`src/rtl/adc_phs_pkg.sv`:
```
// Shared field positions, status layout and sequencer state encoding
// for the ADC IODELAY tap-step controller.
package adc_phs_pkg;

  localparam int TOG_BIT = 31;
  localparam int CLR_BIT = 30;
  localparam int LANE_LO = 8;
  localparam int LANE_HI = 11;
  localparam int LANE_W  = 4;

  localparam int ST_BUSY     = 31;
  localparam int ST_LANE_ERR = 30;
  localparam int ST_OVERRUN  = 29;
  localparam int ST_ACK      = 28;

  typedef enum logic [2:0] {
    IDLE,
    CMP,
    STEP,
    SETTLE,
    DONE
  } state_e;

  function automatic logic lane_valid(input logic [LANE_W-1:0] lane, input int n_lanes);
    return int'(lane) < n_lanes;
  endfunction

endpackage

```
`src/rtl/adc_phs_step_ctrl_if.sv`:
```
// Command/status and IODELAY control bundle between software register
// logic (master) and the tap-step sequencer (slave).
interface adc_phs_step_ctrl_if #(
  parameter int N_LANES = 8
);
  logic [31:0]        cmd_word;
  logic [N_LANES-1:0] dly_ce;
  logic               dly_inc;
  logic               busy;
  logic               done;
  logic [31:0]        status_word;

  modport master (output cmd_word, input dly_ce, dly_inc, busy, done, status_word);
  modport slave  (input cmd_word, output dly_ce, dly_inc, busy, done, status_word);
endinterface

```
`src/rtl/adc_phs_tap_table.sv`:
```
// Per-lane current IODELAY tap register file: one read port, one +/-1
// update port, cleared by reset alongside the IODELAYs.
module adc_phs_tap_table
  import adc_phs_pkg::*;
#(
  parameter int N_LANES = 8,
  parameter int TAP_W   = 5
) (
  input  logic              clk,
  input  logic              srst,
  input  logic [LANE_W-1:0] rd_lane,
  output logic [TAP_W-1:0]  rd_tap,
  input  logic              wr_en,
  input  logic [LANE_W-1:0] wr_lane,
  input  logic              wr_up
);

  logic [N_LANES-1:0][TAP_W-1:0] tap_all;

  for (genvar gi = 0; gi < N_LANES; gi++) begin : g_lane
    logic [TAP_W-1:0] tap_q, tap_d;

    always_comb begin
      tap_d = tap_q;
      if (wr_en && (wr_lane == LANE_W'(gi))) begin
        tap_d = wr_up ? (tap_q + TAP_W'(1)) : (tap_q - TAP_W'(1));
      end
    end

    always_ff @(posedge clk) begin
      if (srst) tap_q <= '0;
      else      tap_q <= tap_d;
    end

    assign tap_all[gi] = tap_q;
  end

  always_comb begin
    rd_tap = '0;
    for (int i = 0; i < N_LANES; i++) begin
      if (rd_lane == LANE_W'(i)) rd_tap = tap_all[i];
    end
  end

endmodule

```
`src/rtl/adc_phs_step_ctrl.sv`:
```
// Turns a toggle-qualified absolute tap command into single IODELAY steps
// with a settle gap, tracking every lane's tap and reporting status.
module adc_phs_step_ctrl
  import adc_phs_pkg::*;
#(
  parameter int N_LANES    = 8,
  parameter int TAP_W      = 5,
  parameter int SETTLE_CYC = 16
) (
  input logic                  user_clk,
  input logic                  user_rst,
  adc_phs_step_ctrl_if.slave   bus
);

  state_e             state_q, state_d;
  logic               cmd_tog_q, cmd_tog_d, cmd_clr_q, cmd_clr_d;
  logic [LANE_W-1:0]  cmd_lane_q, cmd_lane_d;
  logic [TAP_W-1:0]   cmd_tgt_q, cmd_tgt_d;
  logic               pend_vld_q, pend_vld_d, pend_tog_q, pend_tog_d, pend_clr_q, pend_clr_d;
  logic [LANE_W-1:0]  pend_lane_q, pend_lane_d;
  logic [TAP_W-1:0]   pend_tgt_q, pend_tgt_d;
  logic               tog_seen_q, tog_seen_d, tog_last_q, tog_last_d, ack_q, ack_d;
  logic [LANE_W-1:0]  lane_q, lane_d;
  logic [TAP_W-1:0]   target_q, target_d;
  logic [7:0]         cnt_q, cnt_d;
  logic               lane_err_q, lane_err_d, overrun_q, overrun_d;
  logic [N_LANES-1:0] dly_ce_q, dly_ce_d, lane_onehot;
  logic               dly_inc_q, dly_inc_d, busy_q, busy_d, done_q, done_d;
  logic [31:0]        status_q, status_d;

  logic               req, take, sel_tog, sel_clr, sel_ok, wr_en, wr_up;
  logic [LANE_W-1:0]  sel_lane;
  logic [TAP_W-1:0]   sel_tgt, rd_tap;
  logic               unused_cmd;

  assign unused_cmd = ^bus.cmd_word;

  adc_phs_tap_table #(.N_LANES(N_LANES), .TAP_W(TAP_W)) u_tap_table (
    .clk     (user_clk),
    .srst    (user_rst),
    .rd_lane (lane_q),
    .rd_tap  (rd_tap),
    .wr_en   (wr_en),
    .wr_lane (lane_q),
    .wr_up   (wr_up)
  );

  for (genvar gi = 0; gi < N_LANES; gi++) begin : g_onehot
    assign lane_onehot[gi] = (lane_q == LANE_W'(gi));
  end

  always_comb begin
    state_d     = state_q;
    cmd_tog_d   = bus.cmd_word[TOG_BIT];
    cmd_clr_d   = bus.cmd_word[CLR_BIT];
    cmd_lane_d  = bus.cmd_word[LANE_HI:LANE_LO];
    cmd_tgt_d   = bus.cmd_word[TAP_W-1:0];
    pend_vld_d  = pend_vld_q;
    pend_tog_d  = pend_tog_q;
    pend_clr_d  = pend_clr_q;
    pend_lane_d = pend_lane_q;
    pend_tgt_d  = pend_tgt_q;
    tog_seen_d  = tog_seen_q;
    tog_last_d  = tog_last_q;
    ack_d       = ack_q;
    lane_d      = lane_q;
    target_d    = target_q;
    cnt_d       = cnt_q;
    lane_err_d  = lane_err_q;
    overrun_d   = overrun_q;
    wr_en       = 1'b0;
    wr_up       = 1'b0;
    take        = 1'b0;
    sel_tog     = cmd_tog_q;
    sel_clr     = cmd_clr_q;
    sel_lane    = cmd_lane_q;
    sel_tgt     = cmd_tgt_q;

    // Toggle edges are tracked separately from the executing command so
    // the ack only moves once that command has actually finished.
    req = (cmd_tog_q != tog_seen_q);
    if (req) tog_seen_d = cmd_tog_q;

    if (state_q == IDLE) begin
      if (pend_vld_q) begin
        take       = 1'b1;
        sel_tog    = pend_tog_q;
        sel_clr    = pend_clr_q;
        sel_lane   = pend_lane_q;
        sel_tgt    = pend_tgt_q;
        pend_vld_d = 1'b0;
      end else if (req) begin
        take = 1'b1;
      end
    end

    // A request that cannot be taken now waits in the single pending slot.
    if (req && (state_q != IDLE || pend_vld_q)) begin
      if (state_q != IDLE && pend_vld_q) overrun_d = 1'b1;
      pend_vld_d  = 1'b1;
      pend_tog_d  = cmd_tog_q;
      pend_clr_d  = cmd_clr_q;
      pend_lane_d = cmd_lane_q;
      pend_tgt_d  = cmd_tgt_q;
    end

    sel_ok = lane_valid(sel_lane, N_LANES);
    if (take) begin
      tog_last_d = sel_tog;
      if (sel_clr) begin
        lane_err_d = 1'b0;
        overrun_d  = 1'b0;
      end
      if (!sel_ok) begin
        lane_err_d = 1'b1;
        ack_d      = sel_tog;
      end else begin
        lane_d   = sel_lane;
        target_d = sel_tgt;
        state_d  = CMP;
      end
    end

    case (state_q)
      CMP:    state_d = (rd_tap == target_q) ? DONE : STEP;
      STEP: begin
        wr_en   = 1'b1;
        wr_up   = (target_q > rd_tap);
        cnt_d   = '0;
        state_d = SETTLE;
      end
      SETTLE: begin
        if (cnt_q == 8'(SETTLE_CYC - 1)) state_d = CMP;
        else                             cnt_d   = cnt_q + 8'd1;
      end
      DONE: begin
        ack_d   = tog_last_q;
        state_d = IDLE;
      end
      default: ;
    endcase

    // Outputs are registered from the next state so the CE pulse is glitch-free.
    dly_ce_d  = (state_d == STEP) ? lane_onehot : '0;
    dly_inc_d = (state_d == STEP) && (target_q > rd_tap);
    busy_d    = (state_d != IDLE);
    done_d    = (state_d == DONE) || (take && !sel_ok);

    status_d                  = '0;
    status_d[ST_BUSY]         = busy_q;
    status_d[ST_LANE_ERR]     = lane_err_q;
    status_d[ST_OVERRUN]      = overrun_q;
    status_d[ST_ACK]          = ack_q;
    status_d[LANE_HI:LANE_LO] = lane_q;
    status_d[TAP_W-1:0]       = rd_tap;
  end

  always_ff @(posedge user_clk) begin
    if (user_rst) begin
      state_q     <= IDLE;
      cmd_tog_q   <= 1'b0;
      cmd_clr_q   <= 1'b0;
      cmd_lane_q  <= '0;
      cmd_tgt_q   <= '0;
      pend_vld_q  <= 1'b0;
      pend_tog_q  <= 1'b0;
      pend_clr_q  <= 1'b0;
      pend_lane_q <= '0;
      pend_tgt_q  <= '0;
      tog_seen_q  <= 1'b0;
      tog_last_q  <= 1'b0;
      ack_q       <= 1'b0;
      lane_q      <= '0;
      target_q    <= '0;
      cnt_q       <= '0;
      lane_err_q  <= 1'b0;
      overrun_q   <= 1'b0;
      dly_ce_q    <= '0;
      dly_inc_q   <= 1'b0;
      busy_q      <= 1'b0;
      done_q      <= 1'b0;
      status_q    <= '0;
    end else begin
      state_q     <= state_d;
      cmd_tog_q   <= cmd_tog_d;
      cmd_clr_q   <= cmd_clr_d;
      cmd_lane_q  <= cmd_lane_d;
      cmd_tgt_q   <= cmd_tgt_d;
      pend_vld_q  <= pend_vld_d;
      pend_tog_q  <= pend_tog_d;
      pend_clr_q  <= pend_clr_d;
      pend_lane_q <= pend_lane_d;
      pend_tgt_q  <= pend_tgt_d;
      tog_seen_q  <= tog_seen_d;
      tog_last_q  <= tog_last_d;
      ack_q       <= ack_d;
      lane_q      <= lane_d;
      target_q    <= target_d;
      cnt_q       <= cnt_d;
      lane_err_q  <= lane_err_d;
      overrun_q   <= overrun_d;
      dly_ce_q    <= dly_ce_d;
      dly_inc_q   <= dly_inc_d;
      busy_q      <= busy_d;
      done_q      <= done_d;
      status_q    <= status_d;
    end
  end

  assign bus.dly_ce      = dly_ce_q;
  assign bus.dly_inc     = dly_inc_q;
  assign bus.busy        = busy_q;
  assign bus.done        = done_q;
  assign bus.status_word = status_q;

endmodule
```
`src/flat_wrapper.sv`:
```
// flat-port wrapper written by rule: the top's interface ports become plain ports
module adc_phs_step_ctrl_flat import adc_phs_pkg::*;
#(
  parameter int N_LANES    = 8,
  parameter int TAP_W      = 5,
  parameter int SETTLE_CYC = 16
)
  (user_clk, user_rst, bus_cmd_word, bus_dly_ce, bus_dly_inc, bus_busy, bus_done, bus_status_word);
  adc_phs_step_ctrl_if #(.N_LANES(N_LANES)) bus_i ();
  input logic user_clk;
  input logic user_rst;
  input wire logic [$bits(bus_i.cmd_word)-1:0] bus_cmd_word;
  output wire logic [$bits(bus_i.dly_ce)-1:0] bus_dly_ce;
  output wire logic [$bits(bus_i.dly_inc)-1:0] bus_dly_inc;
  output wire logic [$bits(bus_i.busy)-1:0] bus_busy;
  output wire logic [$bits(bus_i.done)-1:0] bus_done;
  output wire logic [$bits(bus_i.status_word)-1:0] bus_status_word;
  assign bus_i.cmd_word = bus_cmd_word;
  assign bus_dly_ce = bus_i.dly_ce;
  assign bus_dly_inc = bus_i.dly_inc;
  assign bus_busy = bus_i.busy;
  assign bus_done = bus_i.done;
  assign bus_status_word = bus_i.status_word;
  adc_phs_step_ctrl #(.N_LANES(N_LANES), .TAP_W(TAP_W), .SETTLE_CYC(SETTLE_CYC)) u_core (.user_clk(user_clk), .user_rst(user_rst), .bus(bus_i));
endmodule
```
`config.mk`:
```
export PLATFORM = sky130hd
export DESIGN_NAME = adc_phs_step_ctrl_flat
export DESIGN_NICKNAME = d
export VERILOG_FILES = /design/src/rtl/adc_phs_pkg.sv /design/src/rtl/adc_phs_step_ctrl_if.sv /design/src/rtl/adc_phs_tap_table.sv /design/src/rtl/adc_phs_step_ctrl.sv /design/src/flat_wrapper.sv
export SDC_FILE = /design/constraint.sdc
export NUM_CORES = 1
export LEC_CHECK = 0
export BUFFER_PORTS_ARGS = -buffer_cell sky130_fd_sc_hd__buf_2
export CAP_MARGIN = 20
export CORE_MARGIN = 3
export CORE_UTILIZATION = 60
export DETAILED_ROUTE_END_ITERATION = 7
export PLACE_DENSITY_LB_ADDON = 0.2
export SYNTH_ARGS = -nofsm -noshare
export SYNTH_HDL_FRONTEND = slang
export SYNTH_SLANG_ARGS = --single-unit
```
`constraint.sdc`:
```
create_clock -name user_clk -period 13.24 [get_ports user_clk]
set_clock_uncertainty 0.05 [all_clocks]
set_input_delay 1.324 -clock user_clk [delete_from_list [all_inputs] [get_ports user_clk]]
set_output_delay 1.324 -clock user_clk [all_outputs]
set_load 0.01 [all_outputs]
```
# ---- Word-level counts from Yosys, hierarchy flattened
# Cells that the tools add are included.
dict set report totals {
  output_inout_bits 43
  wordCells 145
  reg_bits 131
}
dict set report classes {
  muxes 47
  n_addsub 17
  eq_ne 19
  order_cmp 2
  n_reduce_logical 27
  bitwise 1
}
# operator n
set ops {}
lappend ops {{5-bit 2-to-1 mux} 18}
lappend ops {{5-bit by 1-bit adder with 5-bit output, second input constant} 8}
lappend ops {{5-bit by 1-bit subtractor with 5-bit output, second input constant} 8}
lappend ops {{1-bit 2-to-1 mux} 20}
lappend ops {{4-bit by 3-bit equality test with 1-bit output, second input constant} 4}
lappend ops {{8-bit one-hot mux with 2 select lines} 1}
lappend ops {{1-bit logical AND} 12}
lappend ops {{3-bit 2-to-1 mux} 4}
lappend ops {{3-bit one-hot mux with 4 select lines} 1}
lappend ops {{3-bit by 2-bit equality test with 1-bit output, second input constant} 3}
lappend ops {{8-bit by 1-bit adder with 8-bit output, second input constant} 1}
lappend ops {{4-bit by 2-bit equality test with 1-bit output, second input constant} 2}
lappend ops {{8-bit by 4-bit equality test with 1-bit output, second input constant} 1}
lappend ops {{4-bit 2-to-1 mux} 2}
lappend ops {{8-bit 2-to-1 mux} 1}
lappend ops {{2-bit AND reduction} 4}
lappend ops {{3-bit equality test, second input constant} 2}
lappend ops {{2-bit nonzero test} 3}
lappend ops {{3-bit nonzero test} 2}
lappend ops {{5-bit equality test} 1}
lappend ops {{5-bit > comparator} 1}
lappend ops {{4-bit by 1-bit equality test with 1-bit output, second input constant} 1}
lappend ops {{4-bit logical NOT} 1}
lappend ops {{4-bit less-than comparator, second input constant} 1}
lappend ops {{9 further kinds} 11}

# ---- Longest topological paths before layout
dict set report logic_depth {
  word_depth 15
  ltp_mapped 20
  depth_no_buf 17
}

# ---- Cells and area by module
# From an unflattened synthesis, not the netlist that was laid out.
dict set report unflattened {
  hier_cells 673
  area_unflattened_um2 5973.2
}
# mod cells_per_inst n_inst area_each_um2 seq_area_each_um2
set by_module_without_submodules {}
lappend by_module_without_submodules {adc_phs_tap_table 358 1 2997.9 800.8}
lappend by_module_without_submodules {adc_phs_step_ctrl 315 1 2975.4 1441.4}

# ---- Worst setup path before layout
# No wires, ideal clock.
dict set report synth_path {
  path_type {register to register}
  from {register u_core.lane_q[0]}
  to {register u_core.u_tap_table.g_lane[7].tap_q[4]}
  slack_ns 8.197
  n_path_buf 3
  required_time_ns 13.069
  arrival_ns 4.872
  path_stages_with_launch 17
  setup_time_ns 0.121
  path_cell_list {dfxtp_1 buf_1 clkbuf_1 mux2_2 o21ai_0 ha_1 and4_1 nor2b_1 o21ai_0 buf_6 nand2b_1 ha_1 a21o_1 a21o_1 or4_1 mux2i_1 mux2_2}
}
dict set report synth_between {
  elab_chain_len 12
  word_cells_on_any_way 20
}
# item line
set synth_rtl {}
lappend synth_rtl {{start, declared} adc_phs_step_ctrl.sv:23} ;# logic [LANE_W-1:0] lane_q, lane_d;
lappend synth_rtl {{start signal, assigned} adc_phs_step_ctrl.sv:197} ;# lane_q <= lane_d;
lappend synth_rtl {{4-bit logical NOT} adc_phs_tap_table.sv:41} ;# if (rd_lane == LANE_W'(i)) rd_tap = tap_all[i];
lappend synth_rtl {{5-bit 2-to-1 mux (8 in series)} adc_phs_tap_table.sv:41}
lappend synth_rtl {{5-bit > comparator} adc_phs_step_ctrl.sv:128} ;# wr_up = (target_q > rd_tap);
lappend synth_rtl {{1-bit 2-to-1 mux} adc_phs_step_ctrl.sv:124} ;# case (state_q)
lappend synth_rtl {{5-bit 2-to-1 mux} adc_phs_tap_table.sv:26} ;# tap_d = wr_up ? (tap_q + TAP_W'(1)) : (tap_q - TAP_W'(1));
lappend synth_rtl {{end signal, assigned} adc_phs_tap_table.sv:32} ;# else tap_q <= tap_d;
lappend synth_rtl {{end, declared} adc_phs_tap_table.sv:21} ;# logic [TAP_W-1:0] tap_q, tap_d;
# Several ways; a longest one is shown, not always the timed one.
# A chain may end at the register's enable or synchronous reset.

# ---- Worst setup path in the final report
dict set report layout_path {
  from {register u_core.lane_q[1]}
  to {register u_core.u_tap_table.g_lane[4].tap_q[4]}
}
dict set report layout_between {
  elab_chain_len 12
  word_cells_on_any_way 20
}
# item line
set layout_rtl {}
lappend layout_rtl {{4-bit logical NOT} adc_phs_tap_table.sv:41}
lappend layout_rtl {{5-bit 2-to-1 mux (8 in series)} adc_phs_tap_table.sv:41}
lappend layout_rtl {{5-bit > comparator} adc_phs_step_ctrl.sv:128}
lappend layout_rtl {{1-bit 2-to-1 mux} adc_phs_step_ctrl.sv:124}
lappend layout_rtl {{5-bit 2-to-1 mux} adc_phs_tap_table.sv:26}
lappend layout_rtl {{end signal, assigned} adc_phs_tap_table.sv:32}
lappend layout_rtl {{end, declared} adc_phs_tap_table.sv:21}
# Several ways; a longest one is shown, not always the timed one.

==> results.ini <==
[worst_setup_path]
cpLargestDelayFamily = simple AND/OR/NAND/NOR gates
cp.required_ns = 13.47
cp_num_buf_inv = 3
slowest_delay_ns = 0.70
start_kind = flop
critPathSlowestCell = dfxtp_1
criticalPathCategory = reg2reg
crit_chain = nor2_1 > a2bb2oi_1 > a31oi_1 > o22ai_1 > o21ai_0 > ha_1 > and4_1 > nor2b_1 > o21ai_1 > buf_4 > nand2b_1 > buf_4 > inv_1 > fa_1 > nor2b_1 > o21ai_0 > nor3b_1 > mux2i_1 > mux2_2
cp-end-kind = flop
critPathMaxFanout = 32
cp_data_arrival_time_ns = 5.38

[yosys]
yosysSeqAreaShare_pct = 38.2
synth_cell_types = 58
synth.most_common_cell = dfxtp_1
ys_seq_elements = 112
synth.top_cell.area_share_pct = 38.2
netlist_instances = 645
ys.flop_type = dfxtp_1
synthesis.area_sq_um = 5870
synth_area_per_cell_sq_um = 9.10
ys.warnings.count = 0
synth_area_leaders = dfxtp_1, mux2i_1, ha_1, nor2_1, nor2b_1
ys_top_cells_by_count = dfxtp_1, nor2_1, a21oi_1, mux2i_1, nor2b_1
synthArstFlopShare_pct = 0
synth_top_area_cell = dfxtp_1
synth_edf_count = 0

[clocking]
cts_sinks = 112
cts_buffer_depth = 2
cts_post_setup_buffers_inserted = 0
clock_latency_ns = 0.38
cts.repair.resized = 0
htree_num_levels = 3
numCtsBuffers = 9
clkTransAtPathRegs_ns = 0.11
tritoncts = yes
clock-root-buffer = clkbuf_8
cts_hold_buf = 0

[floorplan]
die-area_sq_um = 11000
initial_utilization_pct = 62.6
die_h_um = 105
fp.coreArea_sq_um = 9370
die_w_um = 105
num_rows = 35
io_pins = 77

[place]
place.gp.congestion = 0.913
place_area_sq_um = 6050
dp_hpwl_um = 8330
io_buffers = 36

[sta]
tightest_slew_ns = 0.928
rsz0062_at_grt = false
hold_violations = 0
fin_crit_sh_pct = 38.9
slew_viol_final = 0
fin_crit_ns = 5.15
slew_headroom_pct = 38.1
fmax_mhz = 194
fin_tns_setup_ns = 0
final-setup-viol-count = 0

[routing]
ant_nets = 0
first_iter_violations = 187
routed_wirelength_um = 11400
post-route-drc-count = 0
wl_per_cell_um = 14.2
vias_per_cell = 5.53
firstDrtPassIters = 4
vias = 4420

[min_path]
min_path_type = reg2reg

[pwr]
ir_worst_vdd_mv = 0.135
power.total_mw = 1.14
p_leak_nw = 2.58
power.density_nw_per_um2 = 182

[finish]
nFillCells = 804
design_area_sq_um = 6250
syn_to_final_growth_pct = 6.52
drive_gt1_share_pct = 11.5
n_antenna_cell = 0
nets = 741

[run]
maxCapViolations = 0

[status]
status = finished clean

[global_route]
antenna_found_initial = 0
grt-ovfl-total = 0
grt_max_degree = 53
grt_pass1_vias = 4172
grt_usage_pct = 21.5
grt_pass1_wl_um = 19500

-- worst min-delay path, delay by kind of cell (launching register included) --
kind	cells	cell delay [ns]
buf+inv	1	0.06
flops	1	0.32
simple gates	1	0.04
-- kinds of logic (layout without fill, tap and decap cells) --
kind of cell | count (synthesis) | count (layout) | share of synthesized area, %
mux | 57 | 57 | 10.4
flops | 112 | 112 | 38.2
buf+inv | 74 | 82 | 6.35
xor+xnor | 29 | 29 | 4.33
compound gates | 112 | 112 | 11.8
simple gates | 219 | 219 | 19.1
fa+ha+maj | 41 | 41 | 9.76
other cells | 1 | 19 | 0.0639
-- power by group --
group / switching, mW / internal (mW) / total, mW
combinational: 0.299 / 0.215 / 0.514
clock: 0.125 / 0.0746 / 0.199
sequential: 0.0426 / 0.380 / 0.423
-- worst paths after layout --
kind,startpoint,endpoint,slack (ns),cells past startpoint
min,u_core.lane_err_q,u_core.bus.status_word[30],0.40,2
min reg2reg,u_core.lane_err_q,u_core.bus.status_word[30],0.40,2
max reg2reg,u_core.lane_q[1],u_core.u_tap_table.g_lane[4].tap_q[4],8.09,19
max,u_core.lane_q[1],u_core.u_tap_table.g_lane[4].tap_q[4],8.09,19
-- area by class of cell --
| class | instances | area, sq um | share of cell area, % |
|---|---|---|---|
| tap | 129 | 161 | 2.58 |
| timing repair buffer | 43 | 233 | 3.72 |
| inverter | 23 | 86.3 | 1.38 |
| multi-input combinational | 477 | 3330 | 53.2 |
| clock inverter | 7 | 77.6 | 1.24 |
| sequential | 112 | 2240 | 35.9 |
| clock buffer | 9 | 124 | 1.98 |
-- through the flow --
| step | util [%] | setup WS [ns] | cells | hold slack [ns] |
|---|---|---|---|---|
| after floorplan | - | 8.20 | 663 | 0.360 |
| after global placement | 64.6 | 8.21 | 784 | 0.374 |
| after detailed placement | 64.6 | 8.10 | 784 | 0.387 |
| after CTS | 66.7 | 8.07 | 800 | 0.405 |
| after global routing | 66.7 | 7.75 | 800 | 0.435 |
| final | 66.7 | 8.09 | 800 | 0.400 |
-- registers in the layout, indices dropped and copies added (netlist names), 3 cells and up --
name,count
u_core.u_tap_table.g_lane.tap_q,40
u_core.bus.status_word,13
u_core.bus.dly_ce,8
u_core.cnt_q,8
u_core.cmd_tgt_q,5
u_core.pend_tgt_q,5
u_core.target_q,5
u_core.cmd_lane_q,4
u_core.lane_q,4
u_core.pend_lane_q,4
u_core.state_q,3
-- placed cells by master, fill, tap and decap left out, types with 9 or more instances in the layout --
cell	n
dfxtp_1	112
nor2_1	89
a21oi_1	46
mux2i_1	45
nor2b_1	43
buf_2	36
ha_1	33
inv_1	23
xnor2_1	23
nand2_1	19
conb_1	19
o21ai_0	15
nor3_1	14
a211oi_1	12
a21o_1	11
and2_1	10
nand3_1	10
mux2_2	9
clkbuf_8	9
-- metal layers --
metal  global-route usage (%)  routed length (um)  share of wire, %  vias up
met4                     5.34                 203               1.8        0
met1                     28.3                5230                46     2097
met3                     4.63                 496               4.4       18
met5                        0                   0                 0        -
li1                         -                   -                 -     2212
met2                     35.8                5460                48       93
(Power assumes the default switching activity.)
